$ cat config.mk
export PLATFORM = sky130hd
export DESIGN_NAME = seq_multiplier
export DESIGN_NICKNAME = d
export VERILOG_FILES = /design/src/rtl/seq_multiplier.sv
export SDC_FILE = /design/constraint.sdc
export NUM_CORES = 1
export LEC_CHECK = 0
export ABC_AREA = 1
export CAP_MARGIN = 10
export CELL_PAD_IN_SITES_DETAIL_PLACEMENT = 0
export CELL_PAD_IN_SITES_GLOBAL_PLACEMENT = 2
export CORE_MARGIN = 4
export CORE_UTILIZATION = 26
export DETAILED_ROUTE_END_ITERATION = 12
export PLACE_DENSITY = 0.85
export SETUP_SLACK_MARGIN = 0.15
export SLEW_MARGIN = 20
export SYNTH_ARGS = -nofsm -noshare
export SYNTH_HDL_FRONTEND = slang
export SYNTH_SLANG_ARGS = --single-unit
$ cat constraint.sdc
create_clock -name clk -period 2.25 [get_ports clk]
set_clock_uncertainty 0.15 [all_clocks]
set_input_delay 0.675 -clock clk [delete_from_list [all_inputs] [get_ports clk]]
set_output_delay 0.675 -clock clk [all_outputs]
set_load 0.05 [all_outputs]
$ cat src/rtl/seq_multiplier.sv
// Multi-cycle radix-2 shift-add multiplier with a start/busy/done handshake.
// Define SEQ_MULT_SIGNED_EN to add the signed_op port for two's complement operands.
module seq_multiplier #(
    parameter int WIDTH = 16
) (
    input  logic                 clk,
    input  logic                 rst_n,
    input  logic                 start,
`ifdef SEQ_MULT_SIGNED_EN
    input  logic                 signed_op,
`endif
    input  logic [WIDTH-1:0]     a,
    input  logic [WIDTH-1:0]     b,
    output logic                 busy,
    output logic                 done,
    output logic [2*WIDTH-1:0]   product
);

    localparam int CW = (WIDTH > 1) ? $clog2(WIDTH) : 1;

    typedef enum logic [1:0] {
        S_IDLE = 2'd0,
        S_RUN  = 2'd1,
        S_DONE = 2'd2
    } state_t;

    state_t               r_state;
    state_t               w_state_next;

    logic [CW-1:0]        r_cnt;
    logic [WIDTH-1:0]     r_mcand;
    logic [WIDTH-1:0]     r_mplier;
    logic [WIDTH-1:0]     r_acc;
    logic                 r_neg;
    logic [2*WIDTH-1:0]   r_product;

    logic                 w_accept;
    logic                 w_last;
    logic [WIDTH:0]       w_sum;
    logic [2*WIDTH-1:0]   w_final;
    logic [WIDTH-1:0]     w_mcand_in;
    logic [WIDTH-1:0]     w_mplier_in;
    logic                 w_neg_in;

    // The core always works on magnitudes; the sign is reapplied when the product is loaded.
`ifdef SEQ_MULT_SIGNED_EN
    logic w_a_neg;
    logic w_b_neg;
    assign w_a_neg     = signed_op & a[WIDTH-1];
    assign w_b_neg     = signed_op & b[WIDTH-1];
    assign w_mcand_in  = w_a_neg ? (~a + WIDTH'(1)) : a;
    assign w_mplier_in = w_b_neg ? (~b + WIDTH'(1)) : b;
    assign w_neg_in    = w_a_neg ^ w_b_neg;
`else
    assign w_mcand_in  = a;
    assign w_mplier_in = b;
    assign w_neg_in    = 1'b0;
`endif

    assign w_accept = start && ((r_state == S_IDLE) || (r_state == S_DONE));
    assign w_last   = (r_cnt == CW'(WIDTH - 1));
    assign w_sum    = {1'b0, r_acc} + (r_mplier[0] ? {1'b0, r_mcand} : {(WIDTH+1){1'b0}});
    // {carry, acc, mplier} shifted right by one, as it will stand after this RUN step
    assign w_final  = {w_sum, r_mplier[WIDTH-1:1]};

    always_ff @(posedge clk) begin
        if (!rst_n) begin
            r_state <= S_IDLE;
        end else begin
            r_state <= w_state_next;
        end
    end

    always_comb begin
        w_state_next = r_state;
        case (r_state)
            S_IDLE:  if (start) w_state_next = S_RUN;
            S_RUN:   if (w_last) w_state_next = S_DONE;
            S_DONE:  w_state_next = start ? S_RUN : S_IDLE;
            default: w_state_next = S_IDLE;
        endcase
    end

    always_ff @(posedge clk) begin
        if (!rst_n) begin
            r_cnt     <= '0;
            r_mcand   <= '0;
            r_mplier  <= '0;
            r_acc     <= '0;
            r_neg     <= 1'b0;
            r_product <= '0;
        end else if (w_accept) begin
            r_cnt     <= '0;
            r_mcand   <= w_mcand_in;
            r_mplier  <= w_mplier_in;
            r_acc     <= '0;
            r_neg     <= w_neg_in;
        end else if (r_state == S_RUN) begin
            r_acc    <= w_sum[WIDTH:1];
            r_mplier <= {w_sum[0], r_mplier[WIDTH-1:1]};
            r_cnt    <= r_cnt + CW'(1);
            if (w_last) begin
                r_product <= r_neg ? (~w_final + (2*WIDTH)'(1)) : w_final;
            end
        end
    end

    assign busy    = (r_state == S_RUN);
    assign done    = (r_state == S_DONE);
    assign product = r_product;

endmodule

Yosys cells after proc, flatten, opt, wreduce, memory -nomap -nowiden:

Index checks and enable logic that the tools add are counted.

* multiplexer cells: 7
* equal/unequal tests: 5
* bitwise gates (word level): 2
* add/sub/neg operators: 2
* reductions and logical operators: 7

Operator list (number)
* $mux W16: 3
* $add A16 B16 Y17: 1
* $pmux W2 S3: 1
* $add A4 B1 Y4 const B: 1
* $eq A4 B4 Y1 const B: 1
* $mux W2: 2
* $reduce_and A3 Y1: 1
* $eq A2 B1 Y1 const B: 1
* $eq A2 B2 Y1 const B: 1
* $logic_not A2 Y1: 1
* $ne A2 B1 Y1 const B: 1
* $ne A2 B2 Y1 const B: 1
* $not A1 Y1: 2
* $reduce_and A2 Y1: 1
* $reduce_bool A2 Y1: 1
* $reduce_or A2 Y1: 1
* $logic_and A1 B1 Y1: 1
* $logic_or A1 B1 Y1: 1
* $mux W1: 1

* register bits: 86
* input bits: 35
* word-level logic and storage cells: 29
* output and inout bits: 34

Longest topological paths before layout:

Gate-level depths: netlist of the first run.

* word-level depth: 5
* depth in mapped cells: 16

Least setup slack after synthesis of the first run:

Ideal clock, no wire load.

* path kind: reg-to-reg
* start: reg r_mplier[0]
* end: reg r_acc[7]
* required time: 1.991 ns
* arrival: 2.063 ns
* buffers on the path: 2
* cell stages (with the launch flop): 16
* period minus slack after synthesis: 2.322 ns
* path slack: -0.072 ns
* path through: dfxtp_1 -> clkbuf_1 -> clkbuf_1 -> nand2_1 -> inv_1 -> ha_1 -> fa_1 -> nand2_1 -> nand2_1 -> and2_1 -> nand2_1 -> nand2_1 -> xnor2_1 -> nand2_1 -> nand2_1 -> inv_1

* longest elaborated chain between the ends: 2

Ends and longest elaborated chain
* start: declaration: line 32 `logic [WIDTH-1:0] r_mplier;`
* start signal: assignment: line 95 `r_mplier <= w_mplier_in;`
* start signal: assignment: line 100 `r_mplier <= {w_sum[0], r_mplier[WIDTH-1:1]};`
* $mux W16: line 62 `assign w_sum = {1'b0, r_acc} + (r_mplier[0] ? {1'b0, r_mcand} : {(WIDTH+1){1'b0}});`
* $add A16 B16 Y17: line 62
* end signal: assignment: line 99 `r_acc <= w_sum[WIDTH:1];`
* end: declaration: line 33 `logic [WIDTH-1:0] r_acc;`

Every way passes these cells.
A chain may end at the register's enable or synchronous reset.

Final worst setup path of the first run:

* start: reg r_mplier[0]
* end: reg r_product[23] (netlist: product[23])

* longest elaborated chain between the ends: 2

Ends and longest elaborated chain
* $mux W16: line 62
* $add A16 B16 Y17: line 62
* end signal: assignment: line 103 `r_product <= r_neg ? (~w_final + (2*WIDTH)'(1)) : w_final;`
* end: declaration: line 35 `logic [2*WIDTH-1:0] r_product;`

Every way passes these cells.

==> run metrics, run 1 <==
P&R area growth vs syn 43.2%; CP max stage cell fa_2; leakage power 3.10 nW; crit-path max FO 6; share of layout cells above drive strength 1 26.2%; period utilization 93.6%; initial antenna violation count 0; Hold Buf Count CTS 0; CTS tree yes; number of global-route vias before repair 4,199; pwr/cell area 591 nW/um^2; Final Non-Filler Cells 1,009; Nets 837; H-tree depth 3; hold crit path type reg2reg; Worst path top cell family by delay simple AND/OR/NAND/NOR gates; DRC violations left 0; WP data arrival 2.20 ns; cells along the critical path buf_6, nand2_2, inv_2, ha_4, fa_2, nand2_2, nand2_2, and2_4, nand2_4, nand2_4, xnor2_2, buf_4, nand2_2, nand2_1, inv_1; Mapped Avg Cell Area 6.51 um^2; Unique masters post-synth 34; register bit total from synthesis 86; TNS Setup 0 ns; Final Setup Violations 0; Initial Utilization 26.6%; Num Clock Sinks 86; total number of vias 4,383; IO Count 69; total gr overflow 0; fmax 475 MHz; WL/cell 13.1 um; vias per std cell 4.34; worst path required time 2.35 ns; Core Region 16,600 um^2; nature of the critical path endpoint flip-flop; WP buf/inv 4; Antenna Cells 0; Post-synth EDFFs 0; clock latency on the worst-skew pair 0.34 ns; post-synthesis async set-or-reset flop share 0%; Syn Nets 734; Detailed Route WL 13,200 um; pin count of the biggest net entering global routing 47; Fill cells 1,805; clk root buf clkbuf_16; Final Hold Viols 0; full die area 19,200 um^2; critical path startpoint category flip-flop; slew of the pin with the lowest slew margin 0.439 ns; routability cong. 0.799; first-pass GRT wire length 21,400 um; clock transition at the registers of the reported paths 0.07 ns; delay of the slowest critical-path stage 0.36 ns; hpwl dp 9450 um; number of buffers created by CTS 9; Bufs on Longest Clock Path 2; gr usage total 13.7%; Min Clock Period, post-route 2.11 ns; normalized max-slew margin 70.7%; status finished clean; Crit Path Class reg2reg; placed cells 986; Post-Synthesis Cell Area 4430 um^2; ys flop type dfxtp_1; Synth Warn # 0; worst vdd ir 381 uV; post-synthesis cell count 681; Port-buffer cells 68; register area share after synthesis 38.9%; Routed Antenna Nets 0; initial DRC count 185; row cnt 47; DR pass1 iterations 4; RSZ-0062 raised after global routing true; max-cap violations 0; die width 139 um; Worst path most repeated cell nand2_2; Slew Viols, Final 0; Die Y 139 um
area by class of cell:
type / instances / area, um^2 / share of cell area, %
clock buffer: 11 / 233 / 3.67
clock inverter: 5 / 60.1 / 0.947
inverter: 111 / 424 / 6.69
multi-input combinational: 457 / 2580 / 40.7
sequential: 86 / 1720 / 27.2
tap: 220 / 275 / 4.34
timing repair buffer: 119 / 1050 / 16.5
per-stage QoR:
stage	utilization, %	instance area [um^2]	hold WS (ns)	total power, mW	setup slack, ns
after floorplan	-	4460	0.301	1.96	0.0676
after global placement	33.4	5560	0.312	2.21	-0.00102
after detailed placement	33.4	5560	0.318	2.21	-0.0500
after CTS	36.3	6040	0.338	3.77	0.126
after global routing	38.1	6340	0.363	3.96	0.0208
final	38.1	6340	0.333	3.75	0.144
cells by family after synthesis:
kind of cell    after synthesis  synth area share [%]
buf+inv                     138                  12.7
fa+ha+maj                    18                  5.25
simple gates                340                  31.0
xor+xnor                      4                 0.791
compound gates               95                  11.4
flops                        86                  38.9
path summary, 6_finish.rpt:
| check | start | slack [ns] | cells after the start | to |
|---|---|---|---|---|
| setup / recovery | r_mplier[0]$_SDFFE_PN0P_ | 0.14 | 15 | product[23]$_SDFFE_PN0P_ |
| hold reg to reg | product[5]$_SDFFE_PN0P_ | 0.33 | 2 | product[5]$_SDFFE_PN0P_ |
| hold / removal | product[5]$_SDFFE_PN0P_ | 0.33 | 2 | product[5]$_SDFFE_PN0P_ |
| setup reg to reg | r_mplier[0]$_SDFFE_PN0P_ | 0.14 | 15 | product[23]$_SDFFE_PN0P_ |
timing repair:
item / 4_1_cts / 5_1_grt
cloned: 0 / 0
pin swaps: 14 / 32
endpoints found under the setup margin: 19 / 24
buffers inserted: 1 / 6
gates resized for setup: 40 / 66
worst reg2reg max path: stages, from the launching register on:
cell and delay (ns):
dfxtp_2 0.32, buf_6 0.12, nand2_2 0.05, inv_2 0.04
ha_4 0.15, fa_2 0.37, nand2_2 0.08, nand2_2 0.05
and2_4 0.18, nand2_4 0.06, nand2_4 0.05, xnor2_2 0.12
buf_4 0.13, nand2_2 0.04, nand2_1 0.07, inv_1 0.03
sequential cells by signal, summed over array words and instances (netlist names):
signal	count
r_state	2
r_cnt	4
r_mcand	16
r_mplier	16
product	32
r_acc	16
placed cells by master (no fill, tap or decap), types with 2 or more instances in the layout:
cell	n
nor2_1	136
nand2_1	109
inv_1	95
dfxtp_1	84
buf_4	78
o21ai_0	62
clkdlybuf4s50_1	34
nand2_2	33
nand3_1	20
nand3_2	15
inv_2	14
ha_4	11
o21ai_1	9
clkbuf_16	9
a21oi_1	8
nand2_4	7
o211ai_1	6
a21oi_2	5
ha_1	5
buf_12	5
nor2_2	4
nor3_2	4
nor2_4	3
clkinv_4	3
a221oi_1	2
a211oi_1	2
nand3b_1	2
xor2_1	2
clkbuf_1	2
buf_6	2
dfxtp_2	2
layer usage:
| layer | up-vias | global-route usage [%] | part of all wire (%) |
|---|---|---|---|
| met4 | 0 | 2.44 | 0.88 |
| met1 | 1986 | 18.4 | 50 |
| met5 | - | 0 | 0 |
| met3 | 10 | 3.76 | 3.9 |
| met2 | 76 | 22.5 | 45 |
| li1 | 2311 | - | - |
synthesized netlist by cell type (3+ instances only):
cell | instances | area share, %
ha_1 | 17 | 4.8
clkbuf_1 | 11 | 0.93
dfxtp_1 | 86 | 39
nand2_1 | 146 | 12
o21ai_1 | 7 | 0.79
buf_4 | 3 | 0.51
o21ai_0 | 64 | 7.2
nor2_1 | 141 | 12
nor3_1 | 4 | 0.45
o211ai_1 | 6 | 1.0
nand3_1 | 36 | 4.1
inv_1 | 104 | 8.8
buf_2 | 9 | 1.0
inv_2 | 5 | 0.42
a21oi_1 | 14 | 1.6
power breakdown:
| group | total (mW) | internal (mW) | switching (mW) |
|---|---|---|---|
| Sequential | 1.65 | 1.59 | 0.0532 |
| Combinational | 0.602 | 0.281 | 0.321 |
| Clock | 1.50 | 0.864 | 0.636 |
No activity file was read; power rests on OpenSTA's default activity.
==> run 2: changes to the inputs <==
==> constraint.sdc (replaced) <==
create_clock -name clk -period 2.25 [get_ports clk]
set_clock_uncertainty 0.15 [all_clocks]
set_input_delay 0.225 -clock clk [delete_from_list [all_inputs] [get_ports clk]]
set_output_delay 0.225 -clock clk [all_outputs]
set_load 0.05 [all_outputs]
==> run metrics, run 2 (synthesis results as in run 1) <==
CTS tree yes; Core Region 16,600 um^2; DRC violations left 0; critical path startpoint category flip-flop; Hold Path Origin b[2]; R2R Path Start r_mplier[0]$_SDFFE_PN0P_; most common cell after layout, fill and taps aside nor2_1; P&R area growth vs syn 35.8%; max-cap violations 0; pwr/cell area 581 nW/um^2; Area after DPL 5410 um^2; RSZ-0062 raised after global routing true; R2R setup slack 0.19 ns; total gr overflow 0; WHS Endpoint r_mplier[2]$_SDFFE_PN0P_; Antenna Cells 0; worst path required time 2.34 ns; gr usage total 13.5%; hold_ws 0.322 ns; routability cong. 0.792; leakage power 2.81 nW; Crit Path Class reg2reg; vias per std cell 4.36; commonest non-fill, non-tap cells in the layout nor2_1 (140), nand2_1 (119), inv_1 (97); Fill cells 1,813; Final Non-Filler Cells 972; Slew Viols, Final 0; Port-buffer cells 68; cells along the critical path nand2_2, inv_2, ha_4, fa_2, nand2_2, nand2_2, and2_4, nand2_4, nand2_4, xnor2_2, nand2_1, nand2_1, inv_1; hold crit path type in2reg; period utilization 91.7%; H-tree depth 3; placed cells 958; Final Setup Violations 0; first-pass GRT wire length 21,200 um; worst-case reg-to-reg path depth 13; initial antenna violation count 0; Routed Antenna Nets 0; Detailed Route WL 12,800 um; pin count of the biggest net entering global routing 53; Bufs on Longest Clock Path 2; hpwl dp 9140 um; delay of the slowest critical-path stage 0.38 ns; max FFs per register 32; Min Clock Period, post-route 2.06 ns; Register Area 1730 um^2; Hold Buf Count CTS 0; clock transition at the registers of the reported paths 0.06 ns; status finished clean; WL/cell 13.2 um; Tot Pwr 3.50 mW; initial DRC count 159; CP max stage cell dfxtp_4; nature of the critical path endpoint flip-flop; row cnt 47; worst vdd ir 366 uV; crit-path max FO 7; normalized max-slew margin 65.1%; slew of the pin with the lowest slew margin 0.522 ns; Final Hold Viols 0; WP data arrival 2.15 ns; Num Clock Sinks 86; die width 139 um; Initial Utilization 26.6%; clk root buf clkbuf_16; Nets 803; DR pass1 iterations 6; full die area 19,200 um^2; hold path cells 3; FF-to-FF End product[23]$_SDFFE_PN0P_; Worst path most repeated cell nand2_2; total number of vias 4,240; share of layout cells above drive strength 1 14.9%; fmax 485 MHz; clock latency on the worst-skew pair 0.34 ns; design area 6020 um^2; multi-input logic area 2490 um^2; number of buffers created by CTS 9; Die Y 139 um; IO Count 69; number of global-route vias before repair 4,280
==> run 2: cell types whose count changed in the layout (fill, tap and decap cells not counted), moves of 4 or more <==
| cell | previous run | this run |
|---|---|---|
| nor2_1 | 136 | 140 |
| nand3_2 | 15 | 7 |
| clkdlybuf4s50_1 | 34 | 66 |
| nand2_1 | 109 | 119 |
| nand3_1 | 20 | 29 |
| buf_4 | 78 | 14 |
| nand2_2 | 33 | 25 |
==> run 2: worst max-delay path, delay by kind of cell (launching register included) <==
kind | cells | cell delay [ns]
xor gates and xnor gates | 1 | 0.19
adders and majority gates | 2 | 0.52
buffers and inverters | 2 | 0.07
DFF | 1 | 0.38
and+or+nand+nor | 8 | 0.63
==> run 2: layout make-up <==
type                            count  area share, %
Tap cell                          220           4.57
Multi-Input combinational cell    457           41.4
Clock inverter                      3          0.416
Timing Repair Buffer               85           14.1
Inverter                          111           7.05
Clock buffer                       10           3.81
Sequential cell                    86           28.7
==> run 2: metal layers <==
layer	global-route usage (%)	vias up	share of wire [%]
met5	0	-	0
met4	2.81	0	0.83
li1	-	2240	-
met1	17.2	1912	48
met3	4.03	11	4.7
met2	22.8	77	47
==> run 2: what timing repair did <==
| item | in CTS | in global routing |
|---|---|---|
| setup buffers | 1 | 0 |
| cloned | 0 | 0 |
| pin swaps | 3 | 22 |
| hold endpoints to repair | 0 | 0 |
| gates resized for setup | 10 | 71 |
| endpoints found under the setup margin | 22 | 24 |
==> run 2: worst max-delay path by stage <==
stage          slack (ns)  cells past startpoint                startpoint                        to
2_1_floorplan        0.07                     15  r_mplier[0]$_SDFFE_PN0P_     r_acc[7]$_SDFFE_PP0P_
3_3_place_gp        -0.01                     12  r_mplier[0]$_SDFFE_PN0P_  product[31]$_SDFFE_PN0P_
3_5_place_dp     0.000009                     12  r_mplier[0]$_SDFFE_PN0P_  product[31]$_SDFFE_PN0P_
4_1_cts              0.14                     12  r_mplier[0]$_SDFFE_PN0P_  product[31]$_SDFFE_PN0P_
5_1_grt              0.05                     14  r_mplier[0]$_SDFFE_PN0P_     r_acc[9]$_SDFFE_PP0P_
6_report             0.19                     13  r_mplier[0]$_SDFFE_PN0P_  product[23]$_SDFFE_PN0P_
==> run 2: where the power goes <==
group / leakage [nW] / internal, mW / switching (mW)
Combinational: 1.99 / 0.225 / 0.287
Sequential: 0.702 / 1.59 / 0.0577
Clock: 0.120 / 0.733 / 0.601
Total: 2.81 / 2.55 / 0.946
==> run 2: stage by stage <==
stage | utilization (%) | TNS [ns] | worst slack (ns)
6_report | 36.2 | 0 | 0.187
2_1_floorplan | - | 0 | 0.0676
5_1_grt | 36.2 | 0 | 0.0519
3_3_place_gp | 32.5 | -0.0177 | -0.0106
4_1_cts | 34.3 | 0 | 0.145
3_5_place_dp | 32.5 | 0 | 0.00000888
